==> config.mk <==
export PLATFORM = sky130hd
export DESIGN_NAME = cache_trace_profiler
export DESIGN_NICKNAME = d
export VERILOG_FILES = /design/src/rtl/cache_trace_profiler.sv
export SDC_FILE = /design/constraint.sdc
export NUM_CORES = 1
export LEC_CHECK = 0
export ABC_AREA = 0
export CAP_MARGIN = 10
export CORE_UTILIZATION = 54
export CTS_CLUSTER_SIZE = 25
export DETAILED_ROUTE_END_ITERATION = 12
export GPL_ROUTABILITY_DRIVEN = 0
export PLACE_DENSITY = 0.86
export SLEW_MARGIN = 20
export SYNTH_ARGS = -nofsm -noshare
export SYNTH_HDL_FRONTEND = slang
export SYNTH_SLANG_ARGS = --single-unit
==> constraint.sdc <==
create_clock -name clk -period 3.7 [get_ports clk]
set_clock_uncertainty 0.05 [all_clocks]
set_input_delay 0.37 -clock clk [delete_from_list [all_inputs] [get_ports clk]]
set_output_delay 0.37 -clock clk [all_outputs]
set_load 0.1 [all_outputs]
==> src/rtl/cache_trace_profiler.sv <==
// Set-associative cache model driven by an address trace in SRAM; LRU or FIFO replacement.
// Latency: 1 flush cycle, then 4 cycles per trace entry (FETCH, WAIT, LOOKUP, UPDATE).
// Backpressure: none; start is ignored while busy, and done holds until the next accepted start.
module cache_trace_profiler #(
  parameter int ADDR_W   = 32,
  parameter int TRACE_AW = 8,
  parameter int LINE_W   = 2,
  parameter int SET_W    = 2,
  parameter int WAYS     = 2,
  parameter int CNT_W    = 10
) (
  input  logic                clk,
  input  logic                reset,
  input  logic                start,
  input  logic [TRACE_AW:0]   trace_len,
  input  logic                repl_mode,
  output logic                mem_csb,
  output logic [TRACE_AW-1:0] mem_addr,
  input  logic [ADDR_W-1:0]   mem_dout,
  output logic                busy,
  output logic                done,
  output logic [CNT_W-1:0]    access_count,
  output logic [CNT_W-1:0]    hit_count,
  output logic [CNT_W-1:0]    miss_count,
  output logic [CNT_W-1:0]    evict_count
);

  localparam int SETS  = 1 << SET_W;
  localparam int TAG_W = ADDR_W - LINE_W - SET_W;
  localparam int WAY_W = (WAYS > 1) ? $clog2(WAYS) : 1;

  typedef logic [WAY_W-1:0] way_t;
  localparam way_t AGE_MAX = way_t'(WAYS - 1);

  typedef struct packed {
    logic             vld;
    logic [TAG_W-1:0] tag;
  } line_t;

  typedef enum logic [2:0] {
    ST_IDLE, ST_FLUSH, ST_FETCH, ST_WAIT, ST_LOOKUP, ST_UPDATE, ST_DONE
  } state_t;

  state_t              state;
  logic [TRACE_AW:0]   len_q;
  logic [TRACE_AW:0]   idx_q;
  logic [TRACE_AW:0]   idx_nxt;
  logic                repl_q;
  logic [ADDR_W-1:0]   addr_q;
  logic                hit_q;
  way_t                hit_way_q;
  way_t                victim_q;
  logic                victim_vld_q;

  line_t               lines    [SETS][WAYS];
  way_t                age      [SETS][WAYS];
  way_t                fifo_ptr [SETS];

  logic [SET_W-1:0]    set_idx;
  logic [TAG_W-1:0]    tag_in;
  logic                unused_offset;

  logic                lk_hit;
  way_t                lk_hit_way;
  logic                lk_has_inv;
  way_t                lk_inv_way;
  way_t                lk_lru_way;
  way_t                lk_victim;

  way_t                upd_way;
  way_t                upd_old_age;
  way_t                ptr_nxt;

  assign set_idx       = addr_q[LINE_W +: SET_W];
  assign tag_in        = addr_q[LINE_W+SET_W +: TAG_W];
  assign unused_offset = ^addr_q[LINE_W-1:0];
  assign idx_nxt       = idx_q + 1'b1;

  function automatic logic [CNT_W-1:0] sat_inc(input logic [CNT_W-1:0] c);
    return (&c) ? c : c + 1'b1;
  endfunction

  // Descending scans so the lowest-index match wins for both hit and invalid-way search.
  always_comb begin
    lk_hit     = 1'b0;
    lk_hit_way = '0;
    lk_has_inv = 1'b0;
    lk_inv_way = '0;
    lk_lru_way = '0;
    for (int w = WAYS - 1; w >= 0; w--) begin
      if (lines[set_idx][w].vld && (lines[set_idx][w].tag == tag_in)) begin
        lk_hit     = 1'b1;
        lk_hit_way = way_t'(w);
      end
      if (!lines[set_idx][w].vld) begin
        lk_has_inv = 1'b1;
        lk_inv_way = way_t'(w);
      end
      if (age[set_idx][w] == AGE_MAX) begin
        lk_lru_way = way_t'(w);
      end
    end
    if (lk_has_inv) begin
      lk_victim = lk_inv_way;
    end else if (repl_q) begin
      lk_victim = fifo_ptr[set_idx];
    end else begin
      lk_victim = lk_lru_way;
    end
  end

  // A filled line is treated as if it came from the oldest age, so every other way ages
  // by one; this keeps valid-way ages equal to their recency rank while the set fills.
  always_comb begin
    upd_way     = hit_q ? hit_way_q : victim_q;
    upd_old_age = hit_q ? age[set_idx][hit_way_q] : AGE_MAX;
    ptr_nxt     = (fifo_ptr[set_idx] == AGE_MAX) ? '0 : fifo_ptr[set_idx] + 1'b1;
  end

  always_ff @(posedge clk) begin
    if (reset) begin
      state        <= ST_IDLE;
      mem_csb      <= 1'b1;
      mem_addr     <= '0;
      busy         <= 1'b0;
      done         <= 1'b0;
      access_count <= '0;
      hit_count    <= '0;
      miss_count   <= '0;
      evict_count  <= '0;
      len_q        <= '0;
      idx_q        <= '0;
      repl_q       <= 1'b0;
      addr_q       <= '0;
      hit_q        <= 1'b0;
      hit_way_q    <= '0;
      victim_q     <= '0;
      victim_vld_q <= 1'b0;
      for (int s = 0; s < SETS; s++) begin
        fifo_ptr[s] <= '0;
        for (int w = 0; w < WAYS; w++) begin
          lines[s][w] <= '0;
          age[s][w]   <= '0;
        end
      end
    end else begin
      case (state)
        ST_IDLE, ST_DONE: begin
          if (start) begin
            state        <= ST_FLUSH;
            busy         <= 1'b1;
            done         <= 1'b0;
            access_count <= '0;
            hit_count    <= '0;
            miss_count   <= '0;
            evict_count  <= '0;
            len_q        <= trace_len;
            repl_q       <= repl_mode;
            idx_q        <= '0;
          end
        end

        ST_FLUSH: begin
          for (int s = 0; s < SETS; s++) begin
            fifo_ptr[s] <= '0;
            for (int w = 0; w < WAYS; w++) begin
              lines[s][w].vld <= 1'b0;
              age[s][w]       <= '0;
            end
          end
          if (len_q == '0) begin
            state <= ST_DONE;
            busy  <= 1'b0;
            done  <= 1'b1;
          end else begin
            state    <= ST_FETCH;
            mem_csb  <= 1'b0;
            mem_addr <= idx_q[TRACE_AW-1:0];
          end
        end

        ST_FETCH: begin
          mem_csb <= 1'b1;
          state   <= ST_WAIT;
        end

        ST_WAIT: begin
          addr_q <= mem_dout;
          state  <= ST_LOOKUP;
        end

        ST_LOOKUP: begin
          hit_q        <= lk_hit;
          hit_way_q    <= lk_hit_way;
          victim_q     <= lk_victim;
          victim_vld_q <= !lk_has_inv;
          state        <= ST_UPDATE;
        end

        ST_UPDATE: begin
          access_count <= sat_inc(access_count);
          if (hit_q) begin
            hit_count <= sat_inc(hit_count);
          end else begin
            miss_count <= sat_inc(miss_count);
            if (victim_vld_q) begin
              evict_count <= sat_inc(evict_count);
            end
            lines[set_idx][victim_q] <= '{vld: 1'b1, tag: tag_in};
            fifo_ptr[set_idx]        <= ptr_nxt;
          end
          if (!repl_q) begin
            for (int w = 0; w < WAYS; w++) begin
              if (way_t'(w) == upd_way) begin
                age[set_idx][w] <= '0;
              end else if (age[set_idx][w] < upd_old_age) begin
                age[set_idx][w] <= age[set_idx][w] + 1'b1;
              end
            end
          end
          idx_q <= idx_nxt;
          if (idx_nxt == len_q) begin
            state <= ST_DONE;
            busy  <= 1'b0;
            done  <= 1'b1;
          end else begin
            state    <= ST_FETCH;
            mem_csb  <= 1'b0;
            mem_addr <= idx_nxt[TRACE_AW-1:0];
          end
        end

        default: state <= ST_IDLE;
      endcase
    end
  end

endmodule

==> results.sh <==
export IMPL_antenna_found_initial=0
export IMPL_port_buffers=93
export IMPL_vias_per_cell=6.008
export IMPL_leakage_nw=6.587
export IMPL_cts_sinks=353
export IMPL_drt_pass1_iter_count=5
export IMPL_crit_type="reg2reg"
export IMPL_totalWireLength_mm=38.76
export IMPL_fin_util_pct=63.61
export IMPL_start_util_pct=55.01
export IMPL_antenna_cells=0
export IMPL_slew_violations=0
export IMPL_cts_tree="yes"
export IMPL_synth_top_area_cell="edfxtp_1"
export IMPL_cts_buffers=38
export IMPL_worstSetupStartpointType="flip-flop"
export IMPL_synth_seq_cells=353
export IMPL_worstHoldPathCells=2
export IMPL_fin_tns_setup_ps=0
export IMPL_coreArea_sq_mm=0.02972
export IMPL_ctsResizeCount=0
export IMPL_cp_required_ps=4110
export IMPL_endpoint_kind="flip-flop"
export IMPL_path_max_fanout=32
export IMPL_max_cap_violations=0
export IMPL_vias=11480
export IMPL_synth_warning_count=0
export IMPL_io_pins=96
export IMPL_yosys_top_cells_area="edfxtp_1 43%, dfxtp_1 14%, and2_1 7.4%, mux4_2 5.2%, nand2_1 3.3%"
export IMPL_grt_pass1_vias=11670
export IMPL_yosysSeqAreaShare_pct=57.68
export IMPL_outcome="completed"
export IMPL_reg2reg_depth=8
export IMPL_fmax_mhz=316.1
export IMPL_areaGrowthSynthToFinish_pct=15.62
export IMPL_finalHoldViolations=0
export IMPL_synthDistinctLibCells=67
export IMPL_rows=63
export IMPL_overflow=0
export IMPL_synth_edff_count=236
export IMPL_setup_viol=0
export IMPL_wl_per_cell_um=20.29
export IMPL_tightest_slew_ps=1032
export IMPL_clk_path_buf_depth=3
export IMPL_min_period_ps=3164
export IMPL_htree_levels=2
export IMPL_clk_latency_ps=540
export IMPL_synth_fp_nets=1476
export IMPL_rsz0062_at_grt="false"
export IMPL_die_area_sq_mm=0.03097
export IMPL_die_height_um=176.0
export IMPL_synth_cell_area_sq_mm=0.01635
export IMPL_power_total_mw=8.847
export IMPL_clk_pin_slew_worst_paths_ps=60
export IMPL_drc=0
export IMPL_drt_iter0_drc=1138
export IMPL_drtAntennaViolNets=0
export IMPL_powerDensity_mw_per_mm2=468.1
export IMPL_layout_nets=1543
export IMPL_postCtsSetupBuffers=0
export IMPL_holdBufCountCts=0
export IMPL_drive_above_1_share_pct=10.07
export IMPL_peakVddDrop_uv=351.8
export IMPL_synth_cells=1425
export IMPL_grt_pass1_wl_mm=61.51
export IMPL_min_path_type="in2reg"
export IMPL_async_flop_share_pct=0
export IMPL_grt_usage_pct=25.35
export IMPL_dp_final_hpwl_mm=24.35
export IMPL_synth_top_area_share_pct=43.35
export IMPL_grt_max_degree=53
export IMPL_die_w_um=176.0
export IMPL_pre_cts_ws_ps=646.3
export IMPL_period_share_pct=85.50
export IMPL_syn_avg_cell_area_sq_um=11.47
export IMPL_worstPathArrival_ps=3570
export IMPL_setup_slack_ps=536.4
export IMPL_synth_main_ff_cell="edfxtp_1"
export IMPL_clock_root_buffer="clkbuf_16"
export IMPL_relSlewSlack_pct=30.99
==> synthesized netlist by cell type, types with 6 or more instances <==
cell type / n
nor2_1: 90
clkbuf_1: 88
nand2_1: 142
mux2i_1: 53
a31oi_1: 6
mux4_2: 38
and2_1: 193
buf_4: 8
edfxtp_1: 236
nor3_1: 55
mux2_2: 6
buf_6: 6
nand3_1: 25
dfxtp_1: 117
a21oi_1: 71
clkinv_1: 6
nand4_1: 18
o22ai_1: 9
a21o_1: 9
inv_1: 8
ha_1: 6
and4_1: 8
or3_1: 9
and3_1: 7
o21ai_0: 39
xor2_1: 44
xnor2_1: 36
nor4_1: 9
==> where the power goes <==
group	switching (mW)	internal [mW]	total (mW)
logic	0.362	0.220	0.582
registers	0.101	4.32	4.42
clock network	1.53	2.32	3.84
total	1.99	6.86	8.85
==> cells by family after synthesis <==
logic type / count (synthesis) / synth area share (%)
adders and majority gates: 6 / 0.4592
muxes: 97 / 8.893
AOI/OAI and AO/OA: 184 / 6.972
xor gates and xnor gates: 80 / 4.286
and+or+nand+nor: 583 / 18.42
DFF: 353 / 57.68
buffers and inverters: 122 / 3.291
==> registers in the layout (all words and copies together), names as in the netlist, 3 cells and up, named ones only <==
register      count
lines           232
age               8
miss_count       10
fifo_ptr          4
addr_q           30
access_count     10
evict_count      10
idx_q             9
state             3
mem_addr          8
len_q             9
hit_count        10
==> metal layers <==
layer,up-vias,global-route usage [%],wire [um]
met5,-,0,0
li1,5243,-,-
met2,511,43.84,19280
met4,0,8.043,961
met1,5646,32.43,15310
met3,76,4.371,3209
==> through the flow <==
stage                     cells  area [sq um]  hold WS [ps]
after floorplan            1425         16350         371.1
after global placement     1842         17640         378.3
after detailed placement   1842         17640         388.8
after CTS                  1910         18900         267.7
after global routing       1910         18900         296.0
final                      1910         18900         287.8
==> path summary, 6_finish.rpt <==
check / from / endpoint / slack (ps)
min reg2reg: lines[3][57] / lines[3][57] / 400
max reg2reg: flip-flop / hit_way_q / 540
min: reset / miss_count[0] / 290
max: flip-flop / hit_way_q / 540
==> cell type report <==
type / instances / area (sq um)
Fill cell: 2162 / 10820
Inverter: 15 / 56.30
Sequential cell: 353 / 9437
Clock inverter: 13 / 182.7
Multi-Input combinational cell: 950 / 6411
Tap cell: 390 / 488.0
Timing Repair Buffer: 134 / 1246
Clock buffer: 55 / 1081
==> layout by cell type, fill, tap and decap left out, drive strengths merged, types with 36 or more instances in the layout <==
cell type        n
o21ai           40
and2           193
edfxtp         236
nor2            90
buf             42
nand2          142
mux4            38
xnor2           36
dfxtp          117
nor3            56
clkbuf          55
mux2i           53
xor2            44
a21oi           71
clkdlybuf4s50   92
==> worst max-delay path: stages, from the launching register on <==
cell	delay, ps
dfxtp_4	750
buf_4	270
mux2i_1	230
xnor2_1	110
a2111oi_0	530
a21oi_1	110
a2111oi_2	570
nand4_1	240
a21oi_1	210
(Power assumes the default switching activity.)
